$ cat config.mk
export PLATFORM = sky130hd
export DESIGN_NAME = ifu_prefetch
export DESIGN_NICKNAME = d
export VERILOG_FILES = /design/src/rtl/ifu_prefetch.sv
export SDC_FILE = /design/constraint.sdc
export NUM_CORES = 1
export LEC_CHECK = 0
export CAP_MARGIN = 10
export CORE_UTILIZATION = 42
export DETAILED_ROUTE_END_ITERATION = 8
export GPL_TIMING_DRIVEN = 0
export PLACE_DENSITY = 0.62
export SLEW_MARGIN = 20
export SYNTH_ARGS = -nofsm -noshare
export SYNTH_HDL_FRONTEND = slang
export SYNTH_SLANG_ARGS = --single-unit
$ cat constraint.sdc
create_clock -name clk -period 5.1 [get_ports clk]
set_input_delay 1.02 -clock clk [delete_from_list [all_inputs] [get_ports clk]]
set_output_delay 1.02 -clock clk [all_outputs]
set_load 0.05 [all_outputs]
$ cat src/rtl/ifu_prefetch.sv
`default_nettype none
// ============================================================================
// Module   : ifu_prefetch
// Brief    : Instruction fetch unit. Owns the fetch PC, keeps at most one word
//            request outstanding and buffers {pc, inst, err} in a DEPTH-entry
//            FIFO toward decode. Optional macro IFU_PERF_EN adds counters.
// Revision : 1.0 - initial release
// ============================================================================
module ifu_prefetch #(
    parameter int              XLEN   = 64,
    parameter int              INST_W = 32,
    parameter logic [XLEN-1:0] PC_RST = 64'h8000_0000,
    parameter int              DEPTH  = 4
) (
    input  logic              clk,
    input  logic              rst,
    output logic              req_valid,
    input  logic              req_ready,
    output logic [XLEN-1:0]   req_addr,
    input  logic              resp_valid,
    input  logic [INST_W-1:0] resp_data,
    input  logic              resp_err,
    output logic              inst_valid,
    input  logic              inst_ready,
    output logic [INST_W-1:0] inst,
    output logic [XLEN-1:0]   inst_pc,
    output logic              inst_err,
    input  logic              redirect_valid,
    input  logic [XLEN-1:0]   redirect_pc
`ifdef IFU_PERF_EN
    ,
    output logic [31:0]       perf_fetched,
    output logic [31:0]       perf_stall
`endif
);

    localparam int              AW      = (DEPTH > 1) ? $clog2(DEPTH) : 1;
    localparam int              CW      = AW + 1;
    localparam logic [CW-1:0]   DEPTH_C = CW'(DEPTH);

    localparam logic [1:0] S_IDLE = 2'd0;
    localparam logic [1:0] S_WAIT = 2'd1;
    localparam logic [1:0] S_DROP = 2'd2;

    logic [1:0]        state;
    logic [1:0]        state_nxt;
    logic [XLEN-1:0]   fetch_pc;
    logic [XLEN-1:0]   issued_pc;
    logic [XLEN-1:0]   redirect_aligned;
    logic [AW-1:0]     wr_ptr;
    logic [AW-1:0]     rd_ptr;
    logic [CW-1:0]     count;
    logic [XLEN-1:0]   fifo_pc   [DEPTH];
    logic [INST_W-1:0] fifo_inst [DEPTH];
    logic [DEPTH-1:0]  fifo_err;
    logic              has_space;
    logic              req_fire;
    logic              push;
    logic              pop;
    logic              redirect_lsb_unused;

    assign redirect_aligned    = {redirect_pc[XLEN-1:2], 2'b00};
    assign redirect_lsb_unused = ^redirect_pc[1:0];

    // Requests only issue with a free slot, so a returning response can always be pushed.
    assign has_space  = (count < DEPTH_C);
    assign req_valid  = !rst && (state == S_IDLE) && has_space && !redirect_valid;
    assign req_addr   = fetch_pc;
    assign req_fire   = req_valid && req_ready;

    assign push       = (state == S_WAIT) && resp_valid && !redirect_valid;
    assign inst_valid = (count != '0);
    assign pop        = inst_ready && inst_valid && !redirect_valid;

    assign inst       = fifo_inst[rd_ptr];
    assign inst_pc    = fifo_pc[rd_ptr];
    assign inst_err   = inst_valid && fifo_err[rd_ptr];

    always_comb begin
        state_nxt = state;
        case (state)
            S_IDLE: begin
                if (redirect_valid) begin
                    state_nxt = S_IDLE;
                end else if (req_fire) begin
                    state_nxt = S_WAIT;
                end
            end
            S_WAIT: begin
                if (resp_valid) begin
                    state_nxt = S_IDLE;
                end else if (redirect_valid) begin
                    state_nxt = S_DROP;
                end
            end
            S_DROP: begin
                // The squashed response retires the outstanding request even
                // when another redirect lands in the same cycle.
                if (resp_valid) begin
                    state_nxt = S_IDLE;
                end
            end
            default: state_nxt = S_IDLE;
        endcase
    end

    always_ff @(posedge clk or posedge rst) begin
        if (rst) begin
            state     <= S_IDLE;
            fetch_pc  <= PC_RST;
            issued_pc <= '0;
        end else begin
            state <= state_nxt;
            if (redirect_valid) begin
                fetch_pc <= redirect_aligned;
            end else if (req_fire) begin
                fetch_pc  <= fetch_pc + XLEN'(4);
                issued_pc <= fetch_pc;
            end
        end
    end

    always_ff @(posedge clk or posedge rst) begin
        if (rst) begin
            wr_ptr   <= '0;
            rd_ptr   <= '0;
            count    <= '0;
            fifo_err <= '0;
        end else if (redirect_valid) begin
            wr_ptr <= '0;
            rd_ptr <= '0;
            count  <= '0;
        end else begin
            if (push) begin
                wr_ptr           <= wr_ptr + AW'(1);
                fifo_err[wr_ptr] <= resp_err;
            end
            if (pop) begin
                rd_ptr <= rd_ptr + AW'(1);
            end
            if (push && !pop) begin
                count <= count + CW'(1);
            end else if (pop && !push) begin
                count <= count - CW'(1);
            end
        end
    end

    // Payload storage needs no reset: every slot is written before it is read.
    always_ff @(posedge clk) begin
        if (push) begin
            fifo_pc[wr_ptr]   <= issued_pc;
            fifo_inst[wr_ptr] <= resp_data;
        end
    end

`ifdef IFU_PERF_EN
    always_ff @(posedge clk or posedge rst) begin
        if (rst) begin
            perf_fetched <= '0;
            perf_stall   <= '0;
        end else begin
            if (push && (perf_fetched != 32'hFFFF_FFFF)) begin
                perf_fetched <= perf_fetched + 32'd1;
            end
            if (inst_ready && !inst_valid && (perf_stall != 32'hFFFF_FFFF)) begin
                perf_stall <= perf_stall + 32'd1;
            end
        end
    end
`endif

endmodule
`default_nettype wire

; Word level (Yosys, flattened, before mapping)
; Memories as Yosys holds them, arrays and structs flattened.
; Cells that the tools add are included.
[op_classes]
add_sub_neg = 5
n_mul = 0
div_mod_pow = 0
order_cmp = 4
n_eq_ne = 5
n_shift = 0
muxes = 22
n_bitwise = 1
n_reduce_logical = 25
[op_table]
columns = cell, n
row1 = $mux 64, 2
row2 = $add 64x3->64 const B, 1
row3 = $mux 2, 9
row4 = $logic_and 1x1->1, 12
row5 = $mux 3, 3
row6 = $lt 2x3->1 const B, 2
row7 = $ne 3x3->1 const B, 2
row8 = $pmux 2 s3, 1
row9 = $reduce_bool 2->1, 3
row10 = $reduce_bool 3->1, 2
row11 = $add 2x1->2 const B, 2
row12 = $bwmux 4, 1
row13 = $logic_not 1->1, 4
row14 = $mux 1, 4
row15 = $reduce_and 2->1, 2
row16 = $add 3x1->3 const B, 1
row17 = $lt 3x3->1 const B, 1
row18 = $reduce_and 3->1, 1
row19 = $sub 3x1->3 const B, 1
row20 = $bmux 1 s2, 1
row21 = $demux 1 s2, 1
row22 = $eq 2x1->1 const B, 1
row23 = $eq 2x2->1 const B, 1
row24 = $ge 2x1->1 const B, 1
row25 = other kinds (3), 3
[word_totals]
register_bits = 141
latchBits = 0
ramBits = 384
rom_bits = 0
output_inout_bits = 163
elab_cells = 71
n_memories = 2
[mem_list]
columns = name, depth, width, read_ports, rd_ports_with_merged_regs, wr, line_no
row1 = fifo_pc, 4, 64, 1, 0, 1, 53  ; logic [XLEN-1:0] fifo_pc [DEPTH];
row2 = fifo_inst, 4, 32, 1, 0, 1, 54  ; logic [INST_W-1:0] fifo_inst [DEPTH];

; Longest topological paths before layout
; Gate-level depths: netlist of the first run.
[depth]
ltp_word = 8
mapped_depth = 8
depth_no_buf = 7

; Worst setup path before layout of the first run
; Ideal clock, no wire load.
[synth_path]
kind = input to register
from = in resp_valid
to = reg fifo_err[0]
setup_ns = 0.131
arrival_time_ns = 4.139
path_slack_ns = 0.830
cell_stages = 4
path_buffers = 0
path_cell_list = nand3b_1 -> nor2_1 -> and2_1 -> mux2_2
[synth_between]
elab_chain_len = 3
[synth_lines]
columns = element, line_no
row1 = from (decl), 20  ; input logic resp_valid,
row2 = $logic_and 1x1->1 (2 in series), 71  ; assign push = (state == S_WAIT) && resp_valid && !redirect_valid;
row3 = $reduce_and 2->1 (no source line), --
row4 = "to (signal, indexed assignment)", 136  ; fifo_err[wr_ptr] <= resp_err;
row5 = to (decl), 55  ; logic [DEPTH-1:0] fifo_err;
; Every way passes these cells.
; A chain may end at the register's enable or synchronous reset.

; Final worst setup path of the first run
[layout_path]
from = reg rd_ptr[0]
to = out inst[27]
[layout_between]
elab_chain_len = 1
[layout_lines]
columns = element, line_no
row1 = from (decl), 51  ; logic [AW-1:0] rd_ptr;
row2 = from (signal assigned), 139  ; rd_ptr <= rd_ptr + AW'(1);
row3 = $mem_v2 4x32, --
row4 = to (decl), 25  ; output logic [INST_W-1:0] inst,
; Every way passes these cells.

==> results by group, run 1 <==
Outcome
  – Outcome: finished, final reports clean

Layout
  – Final instance area: ~26000 um2
  – Share of layout cells above drive strength 1: 0.1294
  – Most frequent cells in the layout: 376 x edfxtp_1, 259 x clkdlybuf4s50_1, 240 x nand2_1
  – Layout area overhead: 26.46%
  – Commonest non-fill, non-tap cell in the layout: edfxtp_1
  – NumNets Final: between 1.5k and 2k

Worst setup path
  – CP Cell Sequence: clkbuf_1, clkdlybuf4s15_2, clkdlybuf4s15_2, mux4_2, clkdlybuf4s50_1
  – Max FO, Critical Path: 10
  – CP max stage cell: clkdlybuf4s50_1
  – Worst Setup Start Kind: flop
  – Critical Path Most Common Cell: clkdlybuf4s15_2
  – Crit Reg-Reg Startpoint: req_addr[12]
  – Critical path required time: 4.08 ns
  – Kind of critical path: flop to output port
  – CP arrival: 3.85 ns
  – Crit path from: rd_ptr[0]
  – Crit path capture type: output port
  – Flop2flop setup slack: 1.72 ns
  – Critical Path Max Stage Delay: ~0.72 ns
  – CP delay by family, top: buffers and inverters
  – Worst path bufs/invs: 4

Routing
  – 1st-iter DRT viols: 939
  – Routed WL per cell: between 20 and 25 um
  – First-pass iteration count of the detailed router: 5
  – Via count: 12.45k
  – Antenna-violating nets left: 0
  – WL met3: roughly 4400 um
  – Top Metal Used: met5
  – Routed met2 length: between 20000 and 25000 um
  – Drt drc: 0
  – M1 WL: 22160 um
  – Vias per cell: between 5 and 6
  – Final wirelength: 53140 um

GRT
  – First-pass GRT wire length: around 79000 um
  – Largest net degree at the start of global routing: 74
  – Initial antenna violation count: 10
  – Vias in the first global route: ~13k
  – Total GRT Usage: 0.2172
  – GRT overflow: 0

Pwr
  – Sequential power share: 0.427
  – Comb pwr share: 0.265
  – Leak: around 9 nW
  – Net Sw Power: 4.071 mW
  – Clk network pwr share: 0.308
  – VDD IR max: 0.2595 mV
  – Switching part of the total power: 0.3220
  – Int Pwr: 8.571 mW
  – Pwr Density: 490.0 nW/um2

Clock network
  – Clock transition at path regs: 0.06 ns
  – Clock Path Buffers: 3
  – # Post-CTS Setup Buffers: 0
  – Clk sinks: 513
  – Number of CTS-inserted buffers: 54
  – Clock Latency Late Sink: 0.60 ns
  – Hold Buf Count CTS: 0
  – Root Buffer: clkbuf_16
  – CTS tree: built
  – Htree depth: 2

Floorplan
  – Die H: 222.4 um
  – # rows: 80
  – Ports: roughly 270
  – Initial Utilization: 0.4264
  – Die area: 49460 um2
  – Die width: 222.4 um
  – Core area: 47850 um2

Place
  – RePlAce Congestion: around 0.83
  – Dpl cell area: 24010 um2
  – DP Wirelength: 35170 um
  – Buffers on Ports: between 200 and 300
  – Pre-CTS setup slack: 0.2144 ns

Yosys
  – #FFs+latches synth: 513
  – Cells after Synth: 1274
  – Ranking of synthesized cells by area: edfxtp_1 55%, dfrtp_1 17%, mux4_2 10%, nand2_1 4.4%, o21ai_0 0.98%
  – Post-Syn Area: 20400 um2
  – Synth async-reset ratio: 0.2671
  – Netlist cell types: 55
  – Syn avg cell area: ~16 um2
  – Synth area leader: edfxtp_1
  – Synth top area share: 0.5534
  – YS warnings: 0
  – Seq/Total Area, Yosys: 0.7216
  – Number of synthesized flops with an enable pin: 376
  – Top_reg_cell synth: edfxtp_1

STA
  – Finish-stage setup viols: 0
  – RSZ-0062 raised after global routing: false
  – Skew final: about 0.022 ns
  – Worst-margin pin slew: 1.036 ns
  – Worst hold slack: 0.5024 ns
  – Fin. Hold Viols: 0
  – Crit path time final: 4.873 ns
  – Maximum operating frequency: between 200 and 250 MHz
  – Final worst setup slack: 0.2270 ns
  – Pins Over Slew Limit: 0
  – Max_slew headroom: 0.3033
  – Period Utilization, post-route: 0.9555

Min path
  – Hold_sp: fifo_err[1]
  – Hold Path Class: flop to flop

Run
  – Max cap viols: 0
==> path summary, 6_finish.rpt <==
| check | to | depth (start not counted) |
|---|---|---|
| min | fifo_err[1] | 1 |
| max in group asynchronous | issued_pc[40] | 3 |
| max | inst[27] | 5 |
| max reg2reg | req_addr[60] | 6 |
| min reg2reg | fifo_err[1] | 1 |
| min in group asynchronous | issued_pc[17] | 2 |
==> flip-flops by register name (all words and copies together) (netlist names) <==
signal and flops:
count 3, fifo_err 4, fifo_inst 128, fifo_pc 248
issued_pc 62, rd_ptr 2, req_addr 62, state 2
wr_ptr 2
==> power groups by stage <==
stage / Combinational (mW) / Clock (mW) / Sequential, mW
after global routing: 3.54 / 4.15 / 5.46
after detailed placement: 3.37 / 0 / 5.48
after CTS: 3.40 / 4.00 / 5.40
after floorplan: 2.14 / 0 / 5.51
after global placement: 3.35 / 0 / 5.45
final: 3.35 / 3.90 / 5.40
==> routing by layer <==
layer,GRT usage,vias up
li1,-,5531
met1,0.2895,6332
met2,0.3398,447
met3,0.06295,122
met4,0.07898,18
met5,0,-
==> kinds of logic (layout without fill, tap and decap cells) <==
kind of cell	count (synthesis)	in the layout	share of synthesized area
flops	513	513	0.7216
simple gates	445	445	0.1054
mux	104	104	0.1096
compound gates	90	90	0.02785
buf+inv	78	447	0.01546
xor+xnor	37	37	0.01588
fa+ha+maj	6	6	0.004048
other cells	1	5	0.0001838
==> metrics by stage <==
step | instances | utilization | total power [mW] | TNS (ns)
3_5_place_dp | 2160 | 0.5018 | 8.854 | 0
2_1_floorplan | 1277 | - | 7.646 | 0
4_1_cts | 2261 | 0.5391 | 12.79 | 0
6_report | 2262 | 0.5392 | 12.64 | 0
3_3_place_gp | 2151 | 0.4969 | 8.798 | -981.56
5_1_grt | 2262 | 0.5392 | 13.15 | 0
==> cell usage after synthesis (all sizes together) (2+ instances only) <==
cell type    n
a221o        2
clkbuf      45
nor2b        8
xor2        16
nand3       29
nand3b       2
o211ai       4
o31ai        8
nand4       30
a31oi       13
and3         9
nor4b        3
o31a         6
nand2b       7
and2        14
xnor2       21
mux2         5
or2          2
a21oi        2
a22oi        5
or3          8
nand4b       3
and4        13
ha           5
mux4        95
nor3        15
dfrtp      136
edfxtp     376
a31o         2
or4         16
inv         12
nor4        13
o21ai       41
nor3b        4
buf         21
nor2        29
mux2i        4
nand2      240
==> final cells by class <==
cell class | instances | area, um2
plain buffers | 66 | 301.5
multi-input cells | 686 | 5386
flip-flops and latches | 513 | 14720
clock inverters | 37 | 336.6
well taps | 615 | 769.5
inverters | 12 | 52.55
diodes | 1 | 2.502
repair buffers | 268 | 2810
fillers | 3943 | 22050
clock buffers | 64 | 1420
==> timing repair <==
item	in CTS	in global routing
endpoints found under the hold margin	0	0
resized for setup	8	0
setup endpoints to repair	28	0
No activity file was read; power rests on OpenSTA's default activity.
==> run 2, diff against run 1 <==
--- a/config.mk
+++ b/config.mk
@@ -6,10 +6,12 @@
 export NUM_CORES = 1
 export LEC_CHECK = 0
 export CAP_MARGIN = 10
+export CELL_PAD_IN_SITES_DETAIL_PLACEMENT = 0
+export CELL_PAD_IN_SITES_GLOBAL_PLACEMENT = 1
 export CORE_UTILIZATION = 42
 export DETAILED_ROUTE_END_ITERATION = 8
 export GPL_TIMING_DRIVEN = 0
-export PLACE_DENSITY = 0.62
+export PLACE_DENSITY = 0.72
 export SLEW_MARGIN = 20
 export SYNTH_ARGS = -nofsm -noshare
 export SYNTH_HDL_FRONTEND = slang
==> results by group, run 2 (same netlist as run 1, synthesis figures left out) <==
Floorplan
  – Core area: 47850 um2 (unchanged)
  – Die width: 222.4 um (unchanged)
  – # rows: 80 (unchanged)
  – Initial Utilization: 0.4264 (unchanged)
  – Die H: 222.4 um (unchanged)
  – Ports: 266 (unchanged)
  – Die area: 49460 um2 (unchanged)

Worst setup path
  – Worst Setup Start Kind: flop
  – Crit path capture type: output port
  – Crit Reg-Reg Startpoint: req_addr[9]
  – Crit path depth: 5 (unchanged)
  – Critical path required time: 4.08 ns (about the same)
  – R2R cell count: 6 (unchanged)
  – CP delay by family, top: buffers and inverters
  – Kind of critical path: flop to output port
  – CP Cell Sequence: clkbuf_1, clkdlybuf4s15_2, clkdlybuf4s15_2, mux4_2, clkdlybuf4s50_1
  – Worst path bufs/invs: 4 (unchanged)
  – Critical Path Most Common Cell: clkdlybuf4s15_2
  – CP max stage cell: clkdlybuf4s50_1
  – Critical Path Max Stage Delay: 0.74 ns (+0.02 ns)
  – CP arrival: 3.80 ns (-0.05 ns)
  – Max FO, Critical Path: 10 (unchanged)
  – Crit path from: rd_ptr[0]

GRT
  – Total GRT Usage: 0.2159 (-0.001259)
  – GRT overflow: 0 (unchanged)
  – Initial antenna violation count: 0 (-10)
  – Largest net degree at the start of global routing: 94 (+27%)
  – Vias in the first global route: 12.41k (-1.2%)
  – First-pass GRT wire length: 78740 um (-0.63%)

Min path
  – Hold_sp: issued_pc[52]
  – WHS Path Cells: 0 (-1)
  – Hold Path Class: flop to flop

STA
  – Worst-margin pin slew: 1.051 ns (+0.01503 ns)
  – Period Utilization, post-route: 0.9445 (-0.01102)
  – Worst hold slack: 0.5080 ns (+0.005539 ns)
  – Finish-stage setup viols: 0 (unchanged)
  – Final worst setup slack: 0.2832 ns (+0.05619 ns)
  – Crit path time final: 4.817 ns (-0.05619 ns)
  – Max_slew headroom: 0.2926 (-0.01073)
  – Skew final: 0.02051 ns (-0.001505 ns)
  – Maximum operating frequency: 207.6 MHz (+1.2%)
  – RSZ-0062 raised after global routing: false
  – Fin. Hold Viols: 0 (unchanged)
  – Pins Over Slew Limit: 0 (unchanged)

Pwr
  – VDD IR max: 0.2237 mV (-14%)
  – Pwr Density: 489.1 nW/um2 (-0.19%)
  – Total Power: 12.61 mW (-0.28%)
  – Leak: 8.917 nW (-0.13%)

Place
  – Pre-CTS setup slack: 0.3064 ns (+0.09199 ns)
  – Dpl cell area: 24000 um2 (about the same)
  – RePlAce Congestion: 0.7786 (-6.6%)
  – DP Wirelength: 36100 um (+2.7%)
  – Buffers on Ports: 259 (unchanged)

Clock network
  – Clock transition at path regs: 0.06 ns (about the same)
  – Htree depth: 2 (unchanged)
  – Clock Latency Late Sink: 0.60 ns (about the same)
  – Number of CTS-inserted buffers: 53 (-1.9%)
  – Root Buffer: clkbuf_16
  – CTS tree: built
  – Clk sinks: 513 (unchanged)
  – # Post-CTS Setup Buffers: 0 (unchanged)
  – Clock Path Buffers: 3 (unchanged)

Routing
  – Vias per cell: 5.466 (-0.70%)
  – Antenna-violating nets left: 0 (unchanged)
  – Routed WL per cell: 23.37 um (-0.52%)
  – 1st-iter DRT viols: 815 (-13%)
  – First-pass iteration count of the detailed router: 4 (-1)
  – Drt drc: 0 (unchanged)
  – Via count: 12.34k (-0.92%)
  – Final wirelength: 52750 um (-0.74%)

Layout
  – NumNets Final: 1709 (-0.058%)
  – Commonest non-fill, non-tap cell in the layout: edfxtp_1
  – Largest registers: fifo_pc (248), fifo_inst (128)
  – N_diodes: 0 (-1)
  – Layout area overhead: 26.35% (about the same)
  – Most flops, register: fifo_pc
  – Share of layout cells above drive strength 1: 0.1291 (-0.0002938)
  – Most frequent cells in the layout: 376 x edfxtp_1, 259 x clkdlybuf4s50_1, 240 x nand2_1
  – Largest register FFs: 248 (unchanged)
  – Final instance area: 25780 um2 (about the same)

Run
  – Max cap viols: 0 (unchanged)

Outcome
  – Outcome: finished, final reports clean
-- run 2: area by class of cell --
cell class / count / area (um2)
Multi-Input combinational cell: 686 / 5399
Sequential cell: 513 / 14720
Fill cell: 3956 / 22070
Tap cell: 615 / 769.5
Timing Repair Buffer: 268 / 2803
Inverter: 12 / 52.55
Clock inverter: 33 / 342.8
Buffer: 66 / 301.5
Clock buffer: 64 / 1388
-- run 2: repair_timing --
| action | CTS | global route |
|---|---|---|
| hold buffers | 0 | 0 |
| setup endpoints to repair | 28 | 0 |
| resized for setup | 8 | 0 |
-- run 2: worst register-to-register path: cells and delay by family (launching register included) --
kind / cells / cell delay (ns)
AO/OA/AOI/OAI: 2 / 0.47
buffers and inverters: 1 / 0.29
flip-flops: 1 / 0.55
AND/OR/NAND/NOR: 3 / 1.84
-- run 2: per-stage QoR --
| stage | TNS, ns | util | std cells |
|---|---|---|---|
| after floorplan | 0 | - | 1277 |
| after global placement | -934.17 | 0.4969 | 2151 |
| after detailed placement | 0 | 0.5016 | 2160 |
| after CTS | 0 | 0.5384 | 2257 |
| after global routing | 0 | 0.5387 | 2257 |
| final | 0 | 0.5387 | 2257 |
-- run 2: layer usage --
layer | up-vias | share of wire | wire length, um | global-route usage
met5 | - | 0 | 0 | 0
met2 | 346 | 0.48 | 25520 | 0.3501
met1 | 6381 | 0.44 | 23320 | 0.3016
met4 | 0 | 0.022 | 1169 | 0.06296
met3 | 72 | 0.052 | 2738 | 0.03531
li1 | 5537 | - | - | -
-- run 2: power breakdown --
part	switching, mW	internal, mW	total [mW]
combinational	2.07	1.27	3.34
sequential	0.383	5.02	5.40
clock	1.59	2.29	3.87
total	4.04	8.57	12.6
-- run 2: path summary, 6_finish.rpt --
path,to,slack (ns)
min in group asynchronous,req_addr[8],1.00
worst max-delay path,inst[27],0.28
max in group asynchronous,req_addr[31],3.29
worst min-delay path,fifo_pc[1][52],0.51
worst min register to register,fifo_pc[1][52],0.51
worst max register to register,req_addr[60],1.85
==> run 3, diff against run 2 <==
==> constraint.sdc (replaced) <==
create_clock -name clk -period 5.05 [get_ports clk]
set_input_delay 1.01 -clock clk [delete_from_list [all_inputs] [get_ports clk]]
set_output_delay 1.01 -clock clk [all_outputs]
set_load 0.05 [all_outputs]
==> results of run 3 <==
The final DEF is identical to that of run 2. Status: finished, final reports clean.
Main changes from that run: setup slack after placement 0.3064 ns -> 0.2664 ns; setup slack after layout 0.2832 ns -> 0.2432 ns; register-to-register setup slack 1.85 ns -> 1.80 ns; total power 12.61 mW -> 12.73 mW; worst IR drop on VDD 0.2237 mV -> 0.2259 mV
